--- config.mk ---
export PLATFORM = sky130hd
export DESIGN_NAME = mem_access_stage_flat
export DESIGN_NICKNAME = d
export VERILOG_FILES = /design/src/rtl/mem_access_stage_if.sv /design/src/rtl/mem_access_stage.sv /design/src/flat_wrapper.sv
export SDC_FILE = /design/constraint.sdc
export NUM_CORES = 1
export LEC_CHECK = 0
export ABC_AREA = 0
export BUFFER_PORTS_ARGS = -buffer_cell sky130_fd_sc_hd__buf_2
export CELL_PAD_IN_SITES_DETAIL_PLACEMENT = 1
export CELL_PAD_IN_SITES_GLOBAL_PLACEMENT = 1
export CORE_UTILIZATION = 33
export DETAILED_ROUTE_END_ITERATION = 10
export GPL_ROUTABILITY_DRIVEN = 0
export GPL_TIMING_DRIVEN = 0
export PLACE_DENSITY = 0.88
export SLEW_MARGIN = 20
export SYNTH_ARGS = -nofsm -noshare
export SYNTH_HDL_FRONTEND = slang
export SYNTH_SLANG_ARGS = --single-unit
--- constraint.sdc ---
create_clock -name clk_in -period 5.9 [get_ports clk_in]
set_input_delay 0.59 -clock clk_in [delete_from_list [all_inputs] [get_ports clk_in]]
set_output_delay 0.59 -clock clk_in [all_outputs]
set_load 0.02 [all_outputs]
--- src/rtl/mem_access_stage_if.sv ---
// ---------------------------------------------------------------------------
// mem_access_stage_if
//
// Shared 8-bit RAM port between the MEM stage and the memory controller.
// One byte moves per granted cycle; read data returns one cycle after its
// address was presented.
//
// Signals:
//   mem_req_out   stage -> ctrl   port request
//   mem_grant_in  ctrl  -> stage  port granted this cycle
//   ram_addr_out  stage -> ctrl   byte address
//   ram_wr_out    stage -> ctrl   1 = write, 0 = read
//   ram_dout_out  stage -> ctrl   write byte
//   ram_din_in    ctrl  -> stage  read byte (one cycle after address)
//
// Modports: master = MEM stage, slave = memory controller / RAM.
// ---------------------------------------------------------------------------
interface mem_access_stage_if;
  logic        mem_req_out;
  logic        mem_grant_in;
  logic [31:0] ram_addr_out;
  logic        ram_wr_out;
  logic [7:0]  ram_dout_out;
  logic [7:0]  ram_din_in;

  modport master (
    output mem_req_out,
    output ram_addr_out,
    output ram_wr_out,
    output ram_dout_out,
    input  mem_grant_in,
    input  ram_din_in
  );

  modport slave (
    input  mem_req_out,
    input  ram_addr_out,
    input  ram_wr_out,
    input  ram_dout_out,
    output mem_grant_in,
    output ram_din_in
  );
endinterface

--- src/rtl/mem_access_stage.sv ---
// ---------------------------------------------------------------------------
// mem_access_stage
//
// MEM stage of the 5-stage RISC-V core. Non-memory results are passed
// combinationally toward MEM/WB. Loads and stores are broken into
// little-endian byte transfers over the shared 8-bit RAM port; while a
// transfer is in progress stall_req_out holds the EX->MEM register stable,
// so cmdtype/address/data inputs are read live throughout the access.
//
// Ports:
//   clk_in, rst_in        clock, synchronous active-high reset
//   rdy_in                global ready; low freezes all state
//   cmdtype_in            instruction type from EX->MEM
//   rsd_addr_in/_data_in  destination register / ALU result
//   write_rsd_in          destination write enable
//   mem_addr_in           effective byte address
//   store_data_in         store source data
//   rsd_addr_out/_data_out, write_rsd_out   to MEM/WB
//   stall_req_out         stall request to stall controller
//   ram_if                RAM port (master side)
// ---------------------------------------------------------------------------
module mem_access_stage #(
  parameter logic [5:0] CMD_LB  = 6'd10,
  parameter logic [5:0] CMD_LH  = 6'd11,
  parameter logic [5:0] CMD_LW  = 6'd12,
  parameter logic [5:0] CMD_LBU = 6'd13,
  parameter logic [5:0] CMD_LHU = 6'd14,
  parameter logic [5:0] CMD_SB  = 6'd15,
  parameter logic [5:0] CMD_SH  = 6'd16,
  parameter logic [5:0] CMD_SW  = 6'd17
) (
  input  logic                  clk_in,
  input  logic                  rst_in,
  input  logic                  rdy_in,
  input  logic [5:0]            cmdtype_in,
  input  logic [4:0]            rsd_addr_in,
  input  logic [31:0]           rsd_data_in,
  input  logic                  write_rsd_in,
  input  logic [31:0]           mem_addr_in,
  input  logic [31:0]           store_data_in,
  output logic [4:0]            rsd_addr_out,
  output logic [31:0]           rsd_data_out,
  output logic                  write_rsd_out,
  output logic                  stall_req_out,
  mem_access_stage_if.master    ram_if
);

  typedef enum logic [1:0] {
    IDLE      = 2'd0,
    ACCESS    = 2'd1,
    WAIT_LAST = 2'd2,
    DONE      = 2'd3
  } state_t;

  // Byte lane extraction from a 32-bit word.
  function automatic logic [7:0] pick_byte(input logic [31:0] w, input logic [1:0] idx);
    logic [7:0] b;
    unique case (idx)
      2'd0: b = w[7:0];
      2'd1: b = w[15:8];
      2'd2: b = w[23:16];
      2'd3: b = w[31:24];
    endcase
    return b;
  endfunction

  // Replace one byte lane of a 32-bit word.
  function automatic logic [31:0] put_byte(input logic [31:0] w, input logic [1:0] idx,
                                           input logic [7:0] b);
    logic [31:0] r;
    r = w;
    unique case (idx)
      2'd0: r[7:0]   = b;
      2'd1: r[15:8]  = b;
      2'd2: r[23:16] = b;
      2'd3: r[31:24] = b;
    endcase
    return r;
  endfunction

  // Widen the assembled bytes to 32 bits; len_m1 is access length minus one.
  function automatic logic [31:0] load_extend(input logic [31:0] raw, input logic [1:0] len_m1,
                                              input logic sgn);
    logic signed [7:0]  b_s;
    logic signed [15:0] h_s;
    logic [31:0]        r;
    b_s = raw[7:0];
    h_s = raw[15:0];
    unique case (len_m1)
      2'd0:    r = sgn ? 32'(b_s) : {24'd0, raw[7:0]};
      2'd1:    r = sgn ? 32'(h_s) : {16'd0, raw[15:0]};
      default: r = raw;
    endcase
    return r;
  endfunction

  // ---------------------------------------------------------------------
  // Command decode
  // ---------------------------------------------------------------------
  logic       is_load, is_store, is_mem, is_sgn;
  logic [1:0] len_m1;

  always_comb begin
    is_load  = (cmdtype_in == CMD_LB) || (cmdtype_in == CMD_LH) || (cmdtype_in == CMD_LW) ||
               (cmdtype_in == CMD_LBU) || (cmdtype_in == CMD_LHU);
    is_store = (cmdtype_in == CMD_SB) || (cmdtype_in == CMD_SH) || (cmdtype_in == CMD_SW);
    is_mem   = is_load || is_store;
    is_sgn   = (cmdtype_in == CMD_LB) || (cmdtype_in == CMD_LH);
    len_m1   = 2'd0;
    if ((cmdtype_in == CMD_LH) || (cmdtype_in == CMD_LHU) || (cmdtype_in == CMD_SH))
      len_m1 = 2'd1;
    if ((cmdtype_in == CMD_LW) || (cmdtype_in == CMD_SW))
      len_m1 = 2'd3;
  end

  // ---------------------------------------------------------------------
  // Sequencer state
  // ---------------------------------------------------------------------
  state_t      state_q, state_d;
  logic [1:0]  k_q, k_d;
  logic [31:0] asm_q, asm_d;
  // A load byte was issued last active cycle and its data is on ram_din_in.
  logic        pend_q, pend_d;
  logic [1:0]  pidx_q, pidx_d;

  always_comb begin
    state_d = state_q;
    k_d     = k_q;
    asm_d   = asm_q;
    pend_d  = pend_q;
    pidx_d  = pidx_q;
    if (rdy_in) begin
      if (pend_q && ((state_q == ACCESS) || (state_q == WAIT_LAST))) begin
        asm_d  = put_byte(asm_q, pidx_q, ram_if.ram_din_in);
        pend_d = 1'b0;
      end
      unique case (state_q)
        IDLE: begin
          if (is_mem && ram_if.mem_grant_in) begin
            state_d = ACCESS;
            k_d     = 2'd0;
            asm_d   = '0;
            pend_d  = 1'b0;
          end
        end
        ACCESS: begin
          // Only a granted cycle transfers a byte; otherwise address and k hold.
          if (ram_if.mem_grant_in) begin
            pend_d = is_load;
            pidx_d = k_q;
            if (k_q == len_m1)
              state_d = is_load ? WAIT_LAST : DONE;
            else
              k_d = k_q + 2'd1;
          end
        end
        WAIT_LAST: state_d = DONE;
        DONE: begin
          state_d = IDLE;
          k_d     = 2'd0;
        end
      endcase
    end
  end

  always_ff @(posedge clk_in) begin
    if (rst_in) begin
      state_q <= IDLE;
      k_q     <= 2'd0;
      asm_q   <= '0;
      pend_q  <= 1'b0;
      pidx_q  <= 2'd0;
    end else begin
      state_q <= state_d;
      k_q     <= k_d;
      asm_q   <= asm_d;
      pend_q  <= pend_d;
      pidx_q  <= pidx_d;
    end
  end

  // ---------------------------------------------------------------------
  // Outputs: functions of current state and held inputs. During reset the
  // port is forced quiet so an aborted store cannot emit another write.
  // ---------------------------------------------------------------------
  logic        mem_req_c, ram_wr_c;
  logic [31:0] ram_addr_c;
  logic [7:0]  ram_dout_c;

  always_comb begin
    rsd_addr_out  = rsd_addr_in;
    rsd_data_out  = '0;
    write_rsd_out = 1'b0;
    stall_req_out = 1'b0;
    mem_req_c     = 1'b0;
    ram_wr_c      = 1'b0;
    ram_addr_c    = '0;
    ram_dout_c    = '0;
    if (rst_in) begin
      rsd_data_out  = rsd_data_in;
      write_rsd_out = write_rsd_in;
    end else begin
      unique case (state_q)
        IDLE: begin
          if (is_mem) begin
            stall_req_out = 1'b1;
            mem_req_c     = 1'b1;
          end else begin
            rsd_data_out  = rsd_data_in;
            write_rsd_out = write_rsd_in;
          end
        end
        ACCESS: begin
          stall_req_out = 1'b1;
          mem_req_c     = 1'b1;
          ram_addr_c    = mem_addr_in + {30'd0, k_q};
          if (is_store) begin
            ram_wr_c   = 1'b1;
            ram_dout_c = pick_byte(store_data_in, k_q);
          end
        end
        WAIT_LAST: stall_req_out = 1'b1;
        DONE: begin
          if (is_load) begin
            rsd_data_out  = load_extend(asm_q, len_m1, is_sgn);
            write_rsd_out = write_rsd_in;
          end
        end
      endcase
    end
  end

  assign ram_if.mem_req_out  = mem_req_c;
  assign ram_if.ram_wr_out   = ram_wr_c;
  assign ram_if.ram_addr_out = ram_addr_c;
  assign ram_if.ram_dout_out = ram_dout_c;

endmodule

--- src/flat_wrapper.sv ---
// flat-port wrapper written by rule: the top's interface ports become plain ports
module mem_access_stage_flat 
#(
  parameter logic [5:0] CMD_LB  = 6'd10,
  parameter logic [5:0] CMD_LH  = 6'd11,
  parameter logic [5:0] CMD_LW  = 6'd12,
  parameter logic [5:0] CMD_LBU = 6'd13,
  parameter logic [5:0] CMD_LHU = 6'd14,
  parameter logic [5:0] CMD_SB  = 6'd15,
  parameter logic [5:0] CMD_SH  = 6'd16,
  parameter logic [5:0] CMD_SW  = 6'd17
)
  (clk_in, rst_in, rdy_in, cmdtype_in, rsd_addr_in, rsd_data_in, write_rsd_in, mem_addr_in, store_data_in, rsd_addr_out, rsd_data_out, write_rsd_out, stall_req_out, ram_if_mem_req_out, ram_if_ram_addr_out, ram_if_ram_wr_out, ram_if_ram_dout_out, ram_if_mem_grant_in, ram_if_ram_din_in);
  mem_access_stage_if ram_if_i ();
  input  logic clk_in;
  input  logic rst_in;
  input  logic rdy_in;
  input  logic [5:0] cmdtype_in;
  input  logic [4:0] rsd_addr_in;
  input  logic [31:0] rsd_data_in;
  input  logic write_rsd_in;
  input  logic [31:0] mem_addr_in;
  input  logic [31:0] store_data_in;
  output logic [4:0] rsd_addr_out;
  output logic [31:0] rsd_data_out;
  output logic write_rsd_out;
  output logic stall_req_out;
  output wire logic [$bits(ram_if_i.mem_req_out)-1:0] ram_if_mem_req_out;
  output wire logic [$bits(ram_if_i.ram_addr_out)-1:0] ram_if_ram_addr_out;
  output wire logic [$bits(ram_if_i.ram_wr_out)-1:0] ram_if_ram_wr_out;
  output wire logic [$bits(ram_if_i.ram_dout_out)-1:0] ram_if_ram_dout_out;
  input wire logic [$bits(ram_if_i.mem_grant_in)-1:0] ram_if_mem_grant_in;
  input wire logic [$bits(ram_if_i.ram_din_in)-1:0] ram_if_ram_din_in;
  assign ram_if_mem_req_out = ram_if_i.mem_req_out;
  assign ram_if_ram_addr_out = ram_if_i.ram_addr_out;
  assign ram_if_ram_wr_out = ram_if_i.ram_wr_out;
  assign ram_if_ram_dout_out = ram_if_i.ram_dout_out;
  assign ram_if_i.mem_grant_in = ram_if_mem_grant_in;
  assign ram_if_i.ram_din_in = ram_if_ram_din_in;
  mem_access_stage #(.CMD_LB(CMD_LB), .CMD_LH(CMD_LH), .CMD_LW(CMD_LW), .CMD_LBU(CMD_LBU), .CMD_LHU(CMD_LHU), .CMD_SB(CMD_SB), .CMD_SH(CMD_SH), .CMD_SW(CMD_SW)) u_core (.clk_in(clk_in), .rst_in(rst_in), .rdy_in(rdy_in), .cmdtype_in(cmdtype_in), .rsd_addr_in(rsd_addr_in), .rsd_data_in(rsd_data_in), .write_rsd_in(write_rsd_in), .mem_addr_in(mem_addr_in), .store_data_in(store_data_in), .rsd_addr_out(rsd_addr_out), .rsd_data_out(rsd_data_out), .write_rsd_out(write_rsd_out), .stall_req_out(stall_req_out), .ram_if(ram_if_i));
endmodule
Word level (Yosys, flattened, before mapping):

Cells that the tools add are included.

* $add $sub $neg: 2
* equality and inequality tests: 23
* mux-type cells: 47
* reduce and logical (&&, ||, !) cells: 22

Operators with widths (number)
* two-way mux 32 bit: 10
* case mux 32 bit (2 select lines): 2
* two-way mux 8 bit: 7
* equality test 6 x 4 -> 1 bit, second input constant: 6
* adder 32 x 2 -> 32 bit: 1
* case mux 8 bit (4 select lines): 1
* two-way mux 1 bit: 14
* two-way mux 2 bit: 7
* equality test 2 bit, second input constant: 6
* equality test 6 x 5 -> 1 bit, second input constant: 2
* logical OR 1 bit: 11
* equality test 2 x 1 -> 1 bit, second input constant: 4
* logical NOT 2 bit: 4
* case mux 1 bit (2 select lines): 4
* case mux 2 bit (4 select lines): 1
* != test 2 bit, second input constant: 3
* case mux 2 bit (3 select lines): 1
* AND reduction 5 bit: 1
* AND reduction 4 bit: 1
* AND reduction 3 bit: 1
* nonzero test 3 bit: 1
* adder 2 x 1 -> 2 bit, second input constant: 1
* equality test 2 bit: 1
* logical AND 1 bit: 2
* other kinds (2): 2

* bits in registers: 39
* input bits: 120
* output and inout port bits: 81
* word-level logic and storage cells: 99

Depth between registers and ports, before layout:

Gate-level depths: netlist of the first run.

* word-level depth: 10
* depth in mapped cells: 8
* mapped depth without buffers: 8

Worst setup path before layout of the first run:

Ideal clock, no wire load.

* path type: input to output
* start point: input port cmdtype_in[5]
* end point: output port rsd_data_out[21]
* arrival: 2486 ps
* data required time: 5310 ps
* setup slack: 2824 ps
* cell stages on the path: 7
* buffers on the path: 2
* cells stage by stage: clkbuf_1 or4_4 nor3b_4 nand2_4 nor3_4 buf_6 a221o_1

* longest elaborated chain between the ends: 10
* elaborated cells between the ends (all ways): 29
* those cells by class: 9 x eq/ne; 9 x mux; 11 x reduce/logical

RTL lines
* from (decl): line flat_wrapper.sv:18 `input logic [5:0] cmdtype_in;`
* equality test 6 x 4 -> 1 bit (on tied branches)
* logical OR 1 bit (2 in series): line mem_access_stage.sv:110 `if ((cmdtype_in == CMD_LH) || (cmdtype_in == CMD_LHU) || (cmdtype_in == CMD_SH))`
* two-way mux 1 bit: line mem_access_stage.sv:110
* two-way mux 2 bit: line mem_access_stage.sv:112 `if ((cmdtype_in == CMD_LW) || (cmdtype_in == CMD_SW))`
* equality test 2 x 1 -> 1 bit or logical NOT 2 bit (tied branches): line mem_access_stage.sv:89 `unique case (len_m1)`
* case mux 32 bit (2 select lines): line mem_access_stage.sv:89
* two-way mux 32 bit: line mem_access_stage.sv:224 `if (is_load) begin`
* case mux 32 bit (2 select lines) (*): line mem_access_stage.sv:203 `unique case (state_q)`
* two-way mux 32 bit (*): line mem_access_stage.sv:199 `if (rst_in) begin`
* to (decl): line flat_wrapper.sv:25 `output logic [31:0] rsd_data_out;`

Mark *: on every way between the ends. The rest lies on a longest branch, timed or not.

Final worst setup path of the first run:

* start point: register u_core.k_q[0]
* end point: output port ram_if_ram_addr_out[28]

* longest elaborated chain between the ends: 3

RTL lines
* from (decl): line mem_access_stage.sv:120 `logic [1:0] k_q, k_d;`
* from (signal assigned): line mem_access_stage.sv:175 `k_q <= k_d;`
* adder 32 x 2 -> 32 bit: line mem_access_stage.sv:216 `ram_addr_c = mem_addr_in + {30'd0, k_q};`
* two-way mux 32 bit: line mem_access_stage.sv:203
* two-way mux 32 bit: line mem_access_stage.sv:199
* to (decl): line flat_wrapper.sv:29 `output wire logic [$bits(ram_if_i.ram_addr_out)-1:0] ram_if_ram_addr_out;`

Every way passes these cells.

==> metrics.cfg, run 1 <==
[global_routing]
grt_use_total=0.236
grt_pass1_wl_mm=21.4
grt_max_degree=13
grt_pass1_vias=4422
grt_use_met1=0.270
grtUsageMet2=0.448
top_usage_layer=met2
globalRouteOverflowTotal=0
grtUsageMet3=0.0414
antenna_found_initial=0

[layout]
antenna_cells=0
final_cell_mix=buf_2, nor2_1, dfxtp_1
drive_gt1_frac=0.338
final_cells=789
final_area_mm2=0.00470
regArea_um2=781
multi_input_area_mm2=0.00244
syn2layout_area_growth_pct=36.9
n_fill_cell=1343
layout_commonest_cell=buf_2
final_nets=786
fin_util=0.474

[worst_setup_path]
slowest_stage=nor3_1
critical_path.cell_chain=ha_1 -> fa_1 -> nand4_1 -> nor3_1 -> nand3_1 -> or3_1 -> a21oi_1 -> buf_2
crit_start=u_core.k_q[0]
path_max_fanout=8
arrival_ns=3.07
cp.buffers_inverters=1
crit_family=simple AND/OR/NAND/NOR gates
crit_type=reg2out
end_kind=output port
start_kind=flop
max_stage_delay_ns=0.59
reg2reg_from=u_core.state_q[0]
cp.required_ns=5.31

[synth]
syn_inst=455
postSynthAreaPerCell_um2=7.54
yosys-top-cells-area=dfxtp_1, mux2i_1, nor2_1
synth_seq_cells=39
synth_edf_count=0
synth-seq-area-share=0.227
async_reset_ff_frac=0
synth-warning-count=0
syn_area_mm2=0.00343
syn_nets=586
ys_types=65
synth_top_cell_area_share=0.227
yosysTopAreaCell=dfxtp_1
synth-main-ff-cell=dfxtp_1

[cts]
root_buffer=clkbuf_8
path_clk_slew_ns=0.08
ctsHoldBuffers=0
cts_buffers=5
cts_num_sinks=39
cts_tree=yes
cts_buffer_depth=2
cts_max_level=2
clock_latency_ns=0.30
post_cts_buffers=0
post_cts_resized=0

[timing]
worst_slack_ns=2.24
report.final.slew_viol_count=0
rsz0062_at_grt=no
fmax_mhz=273
fin_skew_ns=0.00601
finalHoldViolCount=0
post-route-period-util=0.621
relSlewSlack=0.431
min_period_ns=3.66
worst_pin_slew_ns=0.850
finalSetupTns_ns=0
whs_ns=0.499
setup_viol=0

[status]
status=complete, no violations

[detailed_routing]
drt_pre_antenna_iters=4
wl_per_cell_um=16.6
postRouteAntennaNets=0
via_count=4220
first_iter_violations=159
wirelength_mm=13.1
remaining_drc_errors=0
routed_via_density=5.35

[placed_design]
dp_slack_ns=2.38
dpl_cell_area_mm2=0.00456
io_buffers=193
dpl.cell_count=781
dpl.hpwl_mm=10.6

[floorplanning]
die_y_um=104
initial_utilization=0.346
rows=36
core_area_mm2=0.00991
die_w_um=104
die-area_mm2=0.0108
pin_count=201

[power]
leakage_nw=2.26
cellPowerDensity_mw_per_mm2=243
finalPower_mw=1.14
vdd_drop_max_uv=107

[min_path]
min_path_type=reg2reg
hold_start=u_core.asm_q[12]

[flow_run]
max_cap_violations=0

layer usage:
metal / share of wire / vias to the layer above
li1: - / 2039
met1: 0.42 / 2005
met2: 0.51 / 154
met3: 0.057 / 22
met4: 0.016 / 0
met5: 0 / -
worst register-to-register path, stage by stage, from the launching register on:
cell     delay, ns
dfxtp_1       0.43
inv_1         0.12
ha_1          0.45
nand4_1       0.16
nor2_1        0.67
mux2i_1       0.29
nor2_1        0.06
registers in the layout, indices dropped and copies added (netlist names):
name / flops
u_core.pidx_q: 2
u_core.pend_q: 1
u_core.asm_q: 32
u_core.k_q: 2
u_core.state_q: 2
area by class of cell:
| type | instances | area share |
|---|---|---|
| inverter | 15 | 0.0120 |
| buffer | 33 | 0.0322 |
| sequential | 39 | 0.166 |
| multi-input combinational | 368 | 0.520 |
| clock buffer | 6 | 0.0155 |
| clock inverter | 2 | 0.0128 |
| timing repair buffer | 193 | 0.206 |
| tap | 133 | 0.0354 |
synth_stat cells (all sizes together), types with 9 or more instances:
master  count
a21o       11
a21oi      29
a221o      16
a22oi       9
buf        10
clkbuf     23
dfxtp      39
ha         10
inv        15
mux2i      34
nand2      32
nand3      17
nor2       88
o21ai      17
xnor2      11
xor2       15
cells by family (layout without fill, tap and decap cells):
family / Yosys count / after routing / share of synthesized area
buffers and inverters: 48 / 249 / 0.0605
adder cells (fa/ha/maj): 11 / 11 / 0.0423
XOR/XNOR: 26 / 26 / 0.0664
flip-flops: 39 / 39 / 0.227
multiplexers: 34 / 34 / 0.0992
AO/OA/AOI/OAI: 109 / 109 / 0.230
AND/OR/NAND/NOR: 188 / 188 / 0.275
power breakdown:
group | internal [mW] | leakage, nW | total, mW | switching (mW)
clock network | 0.169 | 0.0654 | 0.267 | 0.0982
registers | 0.268 | 0.314 | 0.274 | 0.00642
logic | 0.214 | 1.88 | 0.602 | 0.388
worst paths after layout:
kind | end | slack [ns] | cells past startpoint
max | ram_if_ram_addr_out[28] | 2.24 | 8
min reg2reg | u_core.asm_q[12] | 0.50 | 2
max reg2reg | u_core.asm_q[11] | 3.60 | 6
min | u_core.asm_q[12] | 0.50 | 2
(Power assumes the default switching activity.)
==> run 2: changes to the inputs <==
Settings changed: ABC_AREA 0 to 1, CORE_UTILIZATION 33 to 30, PLACE_DENSITY 0.88 to 0.81.
Clock period 5.9 ns to 3.4 ns, I/O delays scaled along.
==> metrics.cfg, run 2 <==
[status]
status=complete, no violations

[floorplanning]
die_y_um=118
die_w_um=118
die-area_mm2=0.0139
pin_count=201
initial_utilization=0.307
core_area_mm2=0.0132
rows=42

[worst_setup_path]
cp.required_ns=3.06
end_kind=output port
cp.buffers_inverters=2
critical_path.cell_chain=ha_1 -> fa_1 -> nand3_1 -> inv_1 -> nand2_2 -> nor3_4 -> nand2_2 -> nor2_1 -> nand2_1 -> nor3_2 -> nand2_1 -> nand2_1 -> nor2_1 -> buf_2
critPathMostFrequentCell=nand2_1
crit_type=reg2out
slowest_stage=dfxtp_1
path_max_fanout=7
crit_family=simple AND/OR/NAND/NOR gates
start_kind=flop
arrival_ns=2.64
max_stage_delay_ns=0.48

[layout]
syn2layout_area_growth_pct=33.6
final_nets=1023
final_cell_mix=nand2_1, buf_2, nor2_1
fin_util=0.410
largest_register=u_core.asm_q
antenna_cells=0
multi_input_area_mm2=0.00276
layout_commonest_cell=nand2_1
n_fill_cell=1894
drive_gt1_frac=0.299
regArea_um2=781
largest_register_ffs=32

[global_routing]
grt_use_met1=0.266
antenna_found_initial=0
grt_pass1_wl_mm=25.3
top_usage_layer=met2
grtUsageMet2=0.397
grtUsageMet3=0.0310
globalRouteOverflowTotal=0
grt_use_total=0.217
grt_max_degree=14
grt_pass1_vias=5252

[power]
vdd_drop_max_uv=194
cellPowerDensity_mw_per_mm2=290
leakage_nw=2.77

[timing]
rsz0062_at_grt=no
fmax_mhz=335
fin_skew_ns=0.00715
setup_viol=0
report.final.slew_viol_count=0
finalSetupTns_ns=0
min_period_ns=2.98
relSlewSlack=0.487
worst_pin_slew_ns=0.767
post-route-period-util=0.877
worst_slack_ns=0.417
finalHoldViolCount=0

[synth]
synth_commonest_cells=nand2_1, nor2_1, inv_1
async_reset_ff_frac=0
synth_edf_count=0
syn_nets=822
yosys-top-cells-area=dfxtp_1, nand2_1, nor2_1
ys_types=44
synth-main-ff-cell=dfxtp_1
syn_area_mm2=0.00404
yosysTopAreaCell=dfxtp_1
synth_top_cell_area_share=0.193
synth.most_common_cell=nand2_1
synth-seq-area-share=0.193
synth_seq_cells=39
synth-warning-count=0
postSynthAreaPerCell_um2=5.85
syn_inst=691

[detailed_routing]
via_count=5214
wl_per_cell_um=13.9
routed_via_density=4.88
first_iter_violations=239
drt_pre_antenna_iters=4
postRouteAntennaNets=0
wirelength_mm=14.9
remaining_drc_errors=0

[cts]
post_cts_resized=0
root_buffer=clkbuf_16
path_clk_slew_ns=0.06
cts_num_sinks=39
cts_max_level=2
ctsHoldBuffers=0
cts_buffer_depth=2
cts_tree=yes
post_cts_buffers=0
clock_latency_ns=0.28
cts_buffers=5

[placed_design]
dpl.hpwl_mm=12.1
io_buffers=194
dp_slack_ns=0.704

[flow_run]
max_cap_violations=0

[min_path]
min_path_type=in2reg

[run 2: final timing paths]
| path | start | endpoint | slack (ns) | cells past startpoint |
|---|---|---|---|---|
| min | rdy_in | u_core.pend_q | 0.35 | 3 |
| max reg2reg | u_core.state_q[0] | u_core.asm_q[18] | 1.17 | 7 |
| max | u_core.k_q[0] | ram_if_ram_addr_out[28] | 0.42 | 14 |
| min reg2reg | u_core.pend_q | u_core.pend_q | 0.51 | 2 |
[run 2: metrics by stage]
| stage | power (mW) | hold slack [ns] | instances | area (µm²) |
|---|---|---|---|---|
| floorplan | 0.821 | 0.469 | 691 | 4040 |
| global placement | 1.04 | 0.495 | 1061 | 5240 |
| detailed placement | 1.05 | 0.504 | 1061 | 5240 |
| CTS | 1.58 | 0.352 | 1069 | 5400 |
| global route | 1.66 | 0.389 | 1069 | 5400 |
| finish | 1.57 | 0.350 | 1069 | 5400 |
[run 2: cells by family (layout without fill, tap and decap cells)]
logic type,count (synthesis),count (layout),synth area share
compound gates,153,153,0.232
fa+ha+maj,11,11,0.0359
buf+inv,104,306,0.123
flops,39,39,0.193
simple gates,384,384,0.416
[run 2: cell type report]
cell class | count | area share
Clock inverter | 3 | 0.00810
Timing Repair Buffer | 194 | 0.180
Buffer | 31 | 0.0417
Sequential cell | 39 | 0.144
Multi-Input combinational cell | 548 | 0.511
Clock buffer | 5 | 0.0232
Tap cell | 176 | 0.0408
Inverter | 73 | 0.0507
[run 2: routing by layer]
layer  share of wire  wire length (µm)
met5               0                 0
met4           0.013               201
met3           0.047               698
met2            0.50              7470
met1            0.44              6520
[run 2: worst reg2reg max path, cell delays in order, from the launching register on]
cell,delay (ns)
dfxtp_1,0.45
inv_1,0.08
ha_1,0.40
nand2_1,0.11
nor2_1,0.47
nand2_1,0.32
nor2_1,0.22
nor3_2,0.07
[run 2: power breakdown]
group          internal (mW)  leakage [nW]  total (mW)  switching, mW
combinational          0.201          2.38       0.564          0.363
sequential             0.462         0.314       0.470        0.00865
clock                  0.346        0.0838       0.536          0.190
total                   1.01          2.77        1.57          0.562
